<file path="config.mk">
export PLATFORM = sky130hd
export DESIGN_NAME = ram_bus_arbiter_flat
export DESIGN_NICKNAME = d
export VERILOG_FILES = /design/src/rtl/ram_bus_arbiter_pkg.sv /design/src/rtl/ram_bus_arbiter_if.sv /design/src/rtl/ram_bus_arbiter_rr_pick2.sv /design/src/rtl/ram_bus_arbiter.sv /design/src/flat_wrapper.sv
export SDC_FILE = /design/constraint.sdc
export NUM_CORES = 1
export LEC_CHECK = 0
export ABC_AREA = 1
export CAP_MARGIN = 10
export CORE_MARGIN = 2
export CORE_UTILIZATION = 38
export CTS_CLUSTER_DIAMETER = 100
export DETAILED_ROUTE_END_ITERATION = 10
export PLACE_DENSITY = 0.92
export SETUP_SLACK_MARGIN = 0.5
export SYNTH_ARGS = -nofsm -noshare
export SYNTH_HDL_FRONTEND = slang
export SYNTH_SLANG_ARGS = --single-unit
</file>
<file path="constraint.sdc">
create_clock -name clk -period 2 [get_ports clk]
set_clock_uncertainty 0.1 [all_clocks]
set_input_delay 0.3 -clock clk [delete_from_list [all_inputs] [get_ports clk]]
set_output_delay 0.3 -clock clk [all_outputs]
set_load 0.02 [all_outputs]
</file>
<file path="src/rtl/ram_bus_arbiter_pkg.sv">
// rtl/ram_bus_arbiter_pkg.sv - shared RAM bus constants and arbiter types
package ram_bus_arbiter_pkg;

    typedef enum logic {
        MODE_READ  = 1'b0,
        MODE_WRITE = 1'b1
    } bus_mode_e;

    localparam logic PORT_CPU = 1'b0;
    localparam logic PORT_AUX = 1'b1;

    // In-flight transaction tag carried alongside the RAM access
    typedef struct packed {
        logic is_read;
        logic port;
    } tag_t;

endpackage

</file>
<file path="src/rtl/ram_bus_arbiter_if.sv">
// rtl/ram_bus_arbiter_if.sv - requester handshakes and RAM port bundle for the arbiter
interface ram_bus_arbiter_if #(
    parameter int ADDR_W = 16,
    parameter int DATA_W = 16
);
    logic              req0_valid;
    logic              req0_we;
    logic [ADDR_W-1:0] req0_addr;
    logic [DATA_W-1:0] req0_wdata;
    logic              req0_ready;
    logic              req0_rvalid;

    logic              req1_valid;
    logic              req1_we;
    logic [ADDR_W-1:0] req1_addr;
    logic [DATA_W-1:0] req1_wdata;
    logic              req1_ready;
    logic              req1_rvalid;

    logic [DATA_W-1:0] rdata;

    logic              ram_bus_mode;
    logic [ADDR_W-1:0] ram_addr;
    logic [DATA_W-1:0] ram_write_data;
    logic [DATA_W-1:0] ram_read_data;

    modport slave (
        input  req0_valid, req0_we, req0_addr, req0_wdata,
        input  req1_valid, req1_we, req1_addr, req1_wdata,
        input  ram_read_data,
        output req0_ready, req0_rvalid, req1_ready, req1_rvalid,
        output rdata, ram_bus_mode, ram_addr, ram_write_data
    );

    modport master (
        output req0_valid, req0_we, req0_addr, req0_wdata,
        output req1_valid, req1_we, req1_addr, req1_wdata,
        output ram_read_data,
        input  req0_ready, req0_rvalid, req1_ready, req1_rvalid,
        input  rdata, ram_bus_mode, ram_addr, ram_write_data
    );

endinterface

</file>
<file path="src/rtl/ram_bus_arbiter_rr_pick2.sv">
// rtl/ram_bus_arbiter_rr_pick2.sv - combinational two-way grant pick (round-robin or fixed priority)
module rr_pick2 #(
    parameter int FIXED_PRIO = 0
) (
    input  logic valid0,
    input  logic valid1,
    input  logic ptr,
    input  logic force1,
    output logic gnt0,
    output logic gnt1
);

    logic prefer1;

    // Only the tie case consults the preference; a lone requester always wins
    assign prefer1 = (FIXED_PRIO != 0) ? force1 : (ptr | force1);

    always_comb begin
        gnt0 = 1'b0;
        gnt1 = 1'b0;
        if (valid0 && valid1) begin
            gnt1 = prefer1;
            gnt0 = ~prefer1;
        end else begin
            gnt0 = valid0;
            gnt1 = valid1;
        end
    end

endmodule

</file>
<file path="src/rtl/ram_bus_arbiter.sv">
// rtl/ram_bus_arbiter.sv - two-port pipelined arbiter in front of the single-port RAM wrapper
module ram_bus_arbiter
    import ram_bus_arbiter_pkg::*;
#(
    parameter int FIXED_PRIO = 0,
    parameter int STARVE_MAX = 8,
    parameter int ADDR_W     = 16,
    parameter int DATA_W     = 16
) (
    input  logic              clk,
    input  logic              reset,
    ram_bus_arbiter_if.slave  bus
);

    localparam logic [7:0] STARVE_LIM = 8'(STARVE_MAX);

    logic              ptr_q, ptr_d;
    logic [7:0]        starve_q, starve_d;
    logic              mode_q, mode_d;
    logic [ADDR_W-1:0] addr_q, addr_d;
    logic [DATA_W-1:0] wdata_q, wdata_d;
    tag_t              tag1_q, tag1_d;
    tag_t              tag2_q, tag2_d;

    logic v0, v1, force_p1, gnt0, gnt1, accept, sel_we;

    // Masking valids keeps both ready low for the whole reset window
    assign v0       = bus.req0_valid & ~reset;
    assign v1       = bus.req1_valid & ~reset;
    assign force_p1 = (FIXED_PRIO != 0) && (starve_q == STARVE_LIM);

    rr_pick2 #(
        .FIXED_PRIO (FIXED_PRIO)
    ) u_pick (
        .valid0 (v0),
        .valid1 (v1),
        .ptr    (ptr_q),
        .force1 (force_p1),
        .gnt0   (gnt0),
        .gnt1   (gnt1)
    );

    assign accept = gnt0 | gnt1;
    assign sel_we = gnt1 ? bus.req1_we : bus.req0_we;

    always_comb begin
        ptr_d    = ptr_q;
        starve_d = starve_q;
        mode_d   = MODE_READ;
        addr_d   = addr_q;
        wdata_d  = wdata_q;
        tag1_d   = '{is_read: accept & ~sel_we, port: gnt1};
        tag2_d   = tag1_q;

        if (accept) begin
            ptr_d   = ~gnt1;
            addr_d  = gnt1 ? bus.req1_addr  : bus.req0_addr;
            wdata_d = gnt1 ? bus.req1_wdata : bus.req0_wdata;
            mode_d  = sel_we ? MODE_WRITE : MODE_READ;
        end

        if (!bus.req1_valid || gnt1) begin
            starve_d = 8'd0;
        end else if (starve_q != STARVE_LIM) begin
            starve_d = starve_q + 8'd1;
        end
    end

    always_ff @(posedge clk) begin
        if (reset) begin
            ptr_q    <= PORT_CPU;
            starve_q <= 8'd0;
            mode_q   <= MODE_READ;
            addr_q   <= '0;
            wdata_q  <= '0;
            tag1_q   <= '0;
            tag2_q   <= '0;
        end else begin
            ptr_q    <= ptr_d;
            starve_q <= starve_d;
            mode_q   <= mode_d;
            addr_q   <= addr_d;
            wdata_q  <= wdata_d;
            tag1_q   <= tag1_d;
            tag2_q   <= tag2_d;
        end
    end

    assign bus.req0_ready     = gnt0;
    assign bus.req1_ready     = gnt1;
    assign bus.req0_rvalid    = tag2_q.is_read && (tag2_q.port == PORT_CPU);
    assign bus.req1_rvalid    = tag2_q.is_read && (tag2_q.port == PORT_AUX);
    assign bus.rdata          = bus.ram_read_data;
    assign bus.ram_bus_mode   = mode_q;
    assign bus.ram_addr       = addr_q;
    assign bus.ram_write_data = wdata_q;

endmodule

</file>
<file path="src/flat_wrapper.sv">
// flat-port wrapper written by rule: the top's interface ports become plain ports
module ram_bus_arbiter_flat import ram_bus_arbiter_pkg::*;
#(
    parameter int FIXED_PRIO = 0,
    parameter int STARVE_MAX = 8,
    parameter int ADDR_W     = 16,
    parameter int DATA_W     = 16
)
  (clk, reset, bus_req0_valid, bus_req0_we, bus_req0_addr, bus_req0_wdata, bus_req1_valid, bus_req1_we, bus_req1_addr, bus_req1_wdata, bus_ram_read_data, bus_req0_ready, bus_req0_rvalid, bus_req1_ready, bus_req1_rvalid, bus_rdata, bus_ram_bus_mode, bus_ram_addr, bus_ram_write_data);
  ram_bus_arbiter_if #(.ADDR_W(ADDR_W), .DATA_W(DATA_W)) bus_i ();
  input  logic clk;
  input  logic reset;
  input wire logic [$bits(bus_i.req0_valid)-1:0] bus_req0_valid;
  input wire logic [$bits(bus_i.req0_we)-1:0] bus_req0_we;
  input wire logic [$bits(bus_i.req0_addr)-1:0] bus_req0_addr;
  input wire logic [$bits(bus_i.req0_wdata)-1:0] bus_req0_wdata;
  input wire logic [$bits(bus_i.req1_valid)-1:0] bus_req1_valid;
  input wire logic [$bits(bus_i.req1_we)-1:0] bus_req1_we;
  input wire logic [$bits(bus_i.req1_addr)-1:0] bus_req1_addr;
  input wire logic [$bits(bus_i.req1_wdata)-1:0] bus_req1_wdata;
  input wire logic [$bits(bus_i.ram_read_data)-1:0] bus_ram_read_data;
  output wire logic [$bits(bus_i.req0_ready)-1:0] bus_req0_ready;
  output wire logic [$bits(bus_i.req0_rvalid)-1:0] bus_req0_rvalid;
  output wire logic [$bits(bus_i.req1_ready)-1:0] bus_req1_ready;
  output wire logic [$bits(bus_i.req1_rvalid)-1:0] bus_req1_rvalid;
  output wire logic [$bits(bus_i.rdata)-1:0] bus_rdata;
  output wire logic [$bits(bus_i.ram_bus_mode)-1:0] bus_ram_bus_mode;
  output wire logic [$bits(bus_i.ram_addr)-1:0] bus_ram_addr;
  output wire logic [$bits(bus_i.ram_write_data)-1:0] bus_ram_write_data;
  assign bus_i.req0_valid = bus_req0_valid;
  assign bus_i.req0_we = bus_req0_we;
  assign bus_i.req0_addr = bus_req0_addr;
  assign bus_i.req0_wdata = bus_req0_wdata;
  assign bus_i.req1_valid = bus_req1_valid;
  assign bus_i.req1_we = bus_req1_we;
  assign bus_i.req1_addr = bus_req1_addr;
  assign bus_i.req1_wdata = bus_req1_wdata;
  assign bus_i.ram_read_data = bus_ram_read_data;
  assign bus_req0_ready = bus_i.req0_ready;
  assign bus_req0_rvalid = bus_i.req0_rvalid;
  assign bus_req1_ready = bus_i.req1_ready;
  assign bus_req1_rvalid = bus_i.req1_rvalid;
  assign bus_rdata = bus_i.rdata;
  assign bus_ram_bus_mode = bus_i.ram_bus_mode;
  assign bus_ram_addr = bus_i.ram_addr;
  assign bus_ram_write_data = bus_i.ram_write_data;
  ram_bus_arbiter #(.FIXED_PRIO(FIXED_PRIO), .STARVE_MAX(STARVE_MAX), .ADDR_W(ADDR_W), .DATA_W(DATA_W)) u_core (.clk(clk), .reset(reset), .bus(bus_i));
endmodule
</file>
### Yosys cells after proc, flatten, opt, wreduce, memory -nomap -nowiden

Index checks and enable logic that the tools add are counted.

* register bits: 38
* word-level logic and storage cells: 28
* output and inout port bits: 53

* muxes and demuxes: 6
* reduce and logical (&&, ||, !) cells: 4
* bitwise operators: 10

Operators with widths (number)
* $mux 16: 2
* $not 1->1: 6
* $mux 1: 4
* $and 1x1->1: 3
* $logic_and 1x1->1: 3
* $reduce_or 2->1: 1
* $or 1x1->1: 1

### Longest topological paths before layout

Gate-level depths: netlist of the first run.

* depth after elaboration: 7
* gate-level depth with buffers: 7
* gate-level depth less buffers: 6

### By module

Synthesis of the first run repeated with hierarchy kept, for this count alone.

* cells, all modules: 300
* area, all modules: 2019.4 um^2

By module, submodules not included
* ram_bus_arbiter: cells an instance 288, area an instance 1971.9 um^2, times used 1, sequential area each 760.7 um^2
* rr_pick2: cells an instance 12, area an instance 47.5 um^2, times used 1, sequential area each 0.0 um^2

### Worst setup path before layout of the first run

OpenSTA, ideal clock, no wires.

* kind: input port to output port
* start: in bus_req1_valid
* end: out bus_req1_ready
* path buffers: 1
* arrival time: 0.878 ns
* stages on the path: 5
* path slack: 0.722 ns
* data required time: 1.600 ns
* cell sequence: inv_2 > nor2_4 > nand2_2 > buf_2 > inv_1

* longest elaborated chain between the ends: 3

RTL lines
* start: declaration: RTL line flat_wrapper.sv:17 `input wire logic [$bits(bus_i.req1_valid)-1:0] bus_req1_valid;`
* $and 1x1->1 *: RTL line ram_bus_arbiter.sv:29 `assign v1 = bus.req1_valid & ~reset;`
* $logic_and 1x1->1: RTL line ram_bus_arbiter_rr_pick2.sv:21 `if (valid0 && valid1) begin`
* $mux 1 *: RTL line ram_bus_arbiter_rr_pick2.sv:21
* end: declaration: RTL line flat_wrapper.sv:24 `output wire logic [$bits(bus_i.req1_ready)-1:0] bus_req1_ready;`

Mark *: on every way between the ends. The rest lies on a longest branch, timed or not.

### Final worst setup path of the first run

* start: reg u_core.ptr_q
* end: out bus_req0_ready

* longest elaborated chain between the ends: 2

RTL lines
* start: declaration: RTL line ram_bus_arbiter.sv:17 `logic ptr_q, ptr_d;`
* start signal: assignment: RTL line ram_bus_arbiter.sv:79 `ptr_q <= ptr_d;`
* $not 1->1: RTL line ram_bus_arbiter_rr_pick2.sv:23 `gnt0 = ~prefer1;`
* $mux 1: RTL line ram_bus_arbiter_rr_pick2.sv:21
* end: declaration: RTL line flat_wrapper.sv:22 `output wire logic [$bits(bus_i.req0_ready)-1:0] bus_req0_ready;`

No other way between the ends.

==> results of run 1 <==
-- cell families after synthesis --
kind of cell    count (synthesis)  share of synthesized area [%]
flops                          38                           37.0
compound gates                  3                          0.731
buf+inv                       110                           23.6
simple gates                  174                           38.7
-- Yosys cell counts --
library cell / count / area [um2]
buf_2: 9 / 45.0
nor2_4: 1 / 11.3
clkbuf_1: 6 / 22.5
buf_1: 3 / 11.3
inv_2: 1 / 3.75
nand3b_1: 1 / 7.51
nor2_1: 5 / 18.8
nand3_1: 96 / 480
nand2_1: 67 / 251
dfxtp_1: 38 / 761
nand2_2: 2 / 12.5
o21ai_0: 1 / 5.00
a21oi_1: 2 / 10.0
nor2_2: 2 / 12.5
inv_1: 75 / 282
buf_4: 16 / 120
-- state kept, by name, indices dropped and copies added, names as in the netlist --
register and count:
u_core.bus.ram_addr 16, u_core.tag2_q 2, u_core.bus.ram_bus_mode 1, u_core.ptr_q 1
u_core.tag1_q 2, u_core.bus.ram_write_data 16
-- through the flow --
step | setup TNS, ps | hold slack, ps
3_5_place_dp | -216 | 307
2_1_floorplan | 0 | 271
6_report | 0 | 326
3_3_place_gp | -123 | 300
5_1_grt | 0 | 346
4_1_cts | 0 | 321
-- how the worst max path moves through the flow --
stage	startpoint	to	slack, ps	depth (start not counted)
6_report	u_core.ptr_q	bus_req0_ready	530	4
5_1_grt	u_core.ptr_q	bus_req0_ready	460	4
3_3_place_gp	reset	bus_req0_ready	-90	5
3_5_place_dp	reset	bus_req0_ready	-160	5
2_1_floorplan	bus_req1_valid	bus_req1_ready	720	5
4_1_cts	u_core.ptr_q	bus_req0_ready	420	4
-- power groups by stage --
stage | Combinational [mW] | Clock, mW | Sequential (mW)
floorplan | 0.218 | 0 | 0.926
global placement | 0.525 | 0 | 0.859
detailed placement | 0.537 | 0 | 0.862
CTS | 0.499 | 0.495 | 0.843
global route | 0.540 | 0.534 | 0.849
finish | 0.496 | 0.477 | 0.843
-- area by class of cell --
cell class | count | area [um2] | share of cell area, %
flip-flops and latches | 38 | 761 | 24.4
repair buffers | 116 | 1090 | 35.0
inverters | 76 | 285 | 9.16
clock buffers | 7 | 76.3 | 2.45
well taps | 70 | 87.6 | 2.81
multi-input cells | 177 | 813 | 26.1
-- per-layer routing --
layer | share of wire [%] | vias up
li1 | - | 1144
met1 | 40 | 1000
met2 | 50 | 95
met3 | 7.1 | 16
met4 | 2.4 | 0
met5 | 0 | -
-- worst reg2reg max path: cells and delay by family, from the launching register on --
family	cells	cell delay, ps
flip-flops	1	300
buffers and inverters	2	450
AND/OR/NAND/NOR	5	440
-- what timing repair did --
item                       CTS  global route
setup endpoints to repair   52             2
resized for setup           47             4
hold buffers                 0             0
==> impl_results.md, run 1 <==
* Run status: completed
* Placed cells at between 400 and 500
* Hold Path Stages at 2
* Die Height at 77.5 um
* Worst Hold Class: flip-flop to flip-flop
* Largest delay share family, worst path: flip-flops
* Hold path start: u_core.tag1_q[0]
* Core Box Area at 5170 um2
* F_max at 682 MHz
* Yosys warns at 0
* P_sw at 0.521 mW
* Area delta synth->final at 51.5%
* Drt wl/cell at 11.7 um
* CP Max Fanout at 3
* Final setup fails at 0
* WP buf/inv at 2
* Total Nets Final at 500
* Share of cells above drive strength 1 at a little over 6%
* Worst EP arrival at 1070 ps
* Leak Pwr at roughly 1.8 nW
* Gr ovfl total at 0
* Clock latency at the later pin of the worst-skew pair at about 280 ps
* Pint at 1.30 mW
* R2r setup slk at ~620 ps
* Commonest non-fill, non-tap cell in the layout: nand3_1
* CTS Buffer Depth at 2
* Via density per instance at roughly 4.7
* Clock sinks at 38
* Critical path endpoint category: primary output
* Rel. slew slack at 76.1%
* Post-layout min period at around 1500 ps
* Syn nets at between 400 and 500
* CTS buffer count at 5
* Final WL at approximately 5700 um
* GRT busiest layer: met2
* Worst setup margin at about 530 ps
* Worst r2r path cells at 7
* Post-CTS Setup Repair Bufs at 0
* Reg2reg start: u_core.ptr_q
* Crit path cell chain: inv_1 -> o21ai_2 -> nor2_1 -> buf_2
* Tot Pwr at ~1.8 mW
* Crit start category: flip-flop
* VDD IR max at 0.000264 V
* Unique masters post-synth at 16
* Fin. Hold Viols at 0
* P per Cell Area at approximately 580 nW/um2
* Sequential area share after synthesis at between 30% and 40%
* Worst-Margin Slew at 359 ps
* Reg-to-reg endpoint: u_core.bus.ram_addr[2]
* Die Area at approximately 6000 um2
* Remaining antenna violation count at 0
* Ant diodes at 0
* Final instance area at 3110 um2
* H-tree depth at 2
* Reg clk slew, reported paths at about 70 ps
* Max-slew violations at 0
* HPWL Detailed at between 4000 and 5000 um
* Starting Density at 39.7%
* Switching share of power at 28.7%
* Clk network pwr share at approximately a quarter
* # DRC at 0
* Global Route Usage Sum at between 10% and 20%
* Grt met3 use at ~4.7%
* CP max stage delay at between 300 and 400 ps
* DR iter-0 viols at 90
* Cell Count, Final, Fillers Out at slightly below 500
* Initial antenna violation count at 0
* TritonRoute pass-1 iters at 4
* Hold worst-path end: u_core.tag2_q[0]
* RSZ-0062 raised after global routing: yes
* GRT met2 Usage at 34.6%
* Mean Syn Cell Area at roughly 6.3 um2
* Combinational group share of total power at around 27%
* Pin count of the biggest net entering global routing at 35
* Tcrit/Tclk final at roughly 73%
* Yosys reg bits at 38
* Vias in the first global route at roughly 2100
* DR vias at roughly 2300
* PortBufs at between 100 and 150
* CTS tree: built
* Num ports at approximately 140
* Die width at 77.5 um
* # fillers at a little under 500
* Critical Path RT at 1600 ps
* Commonest non-fill, non-tap cells in the layout: nand3_1 (96), inv_1 (75), nand2_1 (67)
* Placed cell area at a little over 3000 um2
* Critical path type: flip-flop to primary output
* Pre-CTS setup slack at -155 ps
* Floorplan row count at 26
* Post-synthesis cell area at between 2000 and 2500 um2
* Max Cap Viol at 0
* Clock tree root buffer cell: clkbuf_8
* GPL Wtd Cong at 0.812
* Slowest-stage cell, CP: dfxtp_1
* Flop pwr share at 46.4%
* Post-Synthesis Cells at 325
* Met1 Usage GRT at roughly 20%
* Core Util, Final at 60.2%
* First-pass GRT wire length at a little over 9000 um
(Power assumes the default switching activity.)
==> run 2: changes to the inputs <==
--- a/config.mk
+++ b/config.mk
@@ -8,10 +8,10 @@
 export ABC_AREA = 1
 export CAP_MARGIN = 10
 export CORE_MARGIN = 2
-export CORE_UTILIZATION = 38
+export CORE_UTILIZATION = 32
 export CTS_CLUSTER_DIAMETER = 100
 export DETAILED_ROUTE_END_ITERATION = 10
-export PLACE_DENSITY = 0.92
+export PLACE_DENSITY = 0.83
 export SETUP_SLACK_MARGIN = 0.5
 export SYNTH_ARGS = -nofsm -noshare
 export SYNTH_HDL_FRONTEND = slang
==> constraint.sdc (replaced) <==
create_clock -name clk -period 1.3 [get_ports clk]
set_clock_uncertainty 0.1 [all_clocks]
set_input_delay 0.195 -clock clk [delete_from_list [all_inputs] [get_ports clk]]
set_output_delay 0.195 -clock clk [all_outputs]
set_load 0.02 [all_outputs]
==> impl_results.md, run 2 (synthesis gave the netlist of run 1 again) <==
* Core Box Area at around 6300 um2
* Commonest non-fill, non-tap cells in the layout: inv_1 (70), nand3_1 (67), clkdlybuf4s50_1 (66)
* CTS buffer count at 5
* Die width at about 84 um
* First-pass GRT wire length at 9130 um
* GPL Wtd Cong at between 0.7 and 0.8
* Ant diodes at 0
* Die Area at between 7000 and 8000 um2
* CTS Hold Bufs at 0
* WP buf/inv at 2
* Worst-Margin Slew at between 300 and 400 ps
* Num ports at 139
* Global Route Usage Sum at between 10% and 20%
* Critical Path RT at 1000 ps
* CP max stage delay at around 340 ps
* Post-layout min period at approximately 1300 ps
* P per Cell Area at 828 nW/um2
* Crit start category: flip-flop
* Clock sinks at 38
* Gr ovfl total at 0
* Largest delay share family, worst path: flip-flops
* CTS tree: built
* Max-slew violations at 0
* Remaining antenna violation count at 0
* Placed cell area at roughly 3100 um2
* F_max at between 700 and 800 MHz
* Critical path type: flip-flop to primary output
* DR vias at roughly 2400
* Total Nets Final at 510
* Via density per instance at roughly 4.8
* Crit path cell chain: inv_4 -> o21ai_2 -> nor2_2 -> buf_6
* Pin count of the biggest net entering global routing at 35
* Cell Count, Final, Fillers Out at about 500
* VDD IR max at roughly 0.00042 V
* Slowest-stage cell, CP: dfxtp_2
* Final setup fails at 1
* Area delta synth->final at 86.8%
* CP Max Fanout at 3
* Max Cap Viol at 0
* HPWL Detailed at about 4000 um
* TritonRoute pass-1 iters at 4
* # DRC at 0
* Setup TNS at -22.0 ps
* Drt wl/cell at 14.6 um
* Share of cells above drive strength 1 at between 30 and 40%
* Tcrit/Tclk final at 102%
* DR iter-0 viols at 88
* Clock latency at the later pin of the worst-skew pair at 280 ps
* Worst EP arrival at 1030 ps
* Final WL at about 7300 um
* Run status: finished, violations left
* Commonest non-fill, non-tap cell in the layout: inv_1
* Worst setup margin at -22.0 ps
* Reg clk slew, reported paths at around 70 ps
* Clock tree root buffer cell: clkbuf_8
* Critical path endpoint category: primary output
* Violated checks: setup timing
* Die Height at about 84 um
* Final instance area at 3840 um2
* Floorplan row count at 29
* CTS Buffer Depth at 2
* Leak Pwr at between 1.5 and 2 nW
* Core Util, Final at between 60% and 70%
* H-tree depth at 2
* Rel. slew slack at roughly three quarters
* Worst Hold Class: input port to flip-flop
* Fin. Hold Viols at 0
* Initial antenna violation count at 0
* Placed cells at 483
* PortBufs at ~110
* Starting Density at about a third
* RSZ-0062 raised after global routing: yes
* Vias in the first global route at roughly 2100
## run 2: cell count changes in the layout (fill, tap and decap cells not counted), moves of 4 or more
cell | previous run | this run
nand2_2 | 2 | 6
dlygate4sd2_1 | 37 | 3
nand3_2 | 0 | 28
nand2_4 | 0 | 21
nand2_1 | 67 | 41
dfxtp_2 | 0 | 36
buf_12 | 1 | 5
buf_6 | 0 | 38
dfxtp_1 | 38 | 2
nand3_1 | 96 | 67
inv_1 | 75 | 70
## run 2: worst reg2reg max path: stages (launching register included)
cell and delay [ps]:
dfxtp_2 340, inv_4 50, nand2_4 100, buf_4 130, buf_12 160, nand3b_1 150
nand2_2 110, nor2_2 40
## run 2: area by class of cell
type                    instances  area (um2)
fillers                       544        2440
multi-input cells             177        1170
inverters                      76         298
flip-flops and latches         38         806
well taps                      77        96.3
clock buffers                   7        76.3
repair buffers                126        1400
## run 2: what timing repair did
action / in CTS / in global routing
cloned: 0 / 6
endpoints found under the setup margin: 74 / 73
hold endpoints to repair: 0 / 0
gates resized for setup: 265 / 95
buffers inserted: 0 / 5
pin swaps: 4 / 27
## run 2: final timing paths
path / depth (start not counted) / slack, ps / to / startpoint
worst max-delay path: 4 / -20 / bus_req0_ready / u_core.ptr_q
worst max register to register: 7 / 20 / u_core.bus.ram_bus_mode / u_core.ptr_q
worst min register to register: 2 / 290 / u_core.tag2_q[1] / u_core.tag1_q[1]
worst min-delay path: 2 / 220 / u_core.tag2_q[1] / reset
## run 2: layer usage
layer | vias up | wire length (um) | track usage, %
li1 | 1171 | - | -
met1 | 1117 | 2940 | 17.0
met2 | 91 | 3670 | 28.9
met3 | 16 | 518 | 5.04
met4 | 0 | 194 | 5.28
met5 | - | 0 | 0
## run 2: report_power, final
| group | switching [mW] | internal [mW] |
|---|---|---|
| logic | 0.520 | 0.561 |
| registers | 0.0652 | 1.27 |
| clock network | 0.388 | 0.369 |
## run 2: per-stage QoR
step / power (mW) / worst slack, ps / hold slack (ps)
finish: 3.18 / -22.0 / 223
global route: 3.33 / -67.9 / 208
CTS: 2.97 / -0.543 / 209
detailed placement: 2.16 / -639 / 290
global placement: 2.15 / -623 / 290
floorplan: 1.79 / 269 / 166
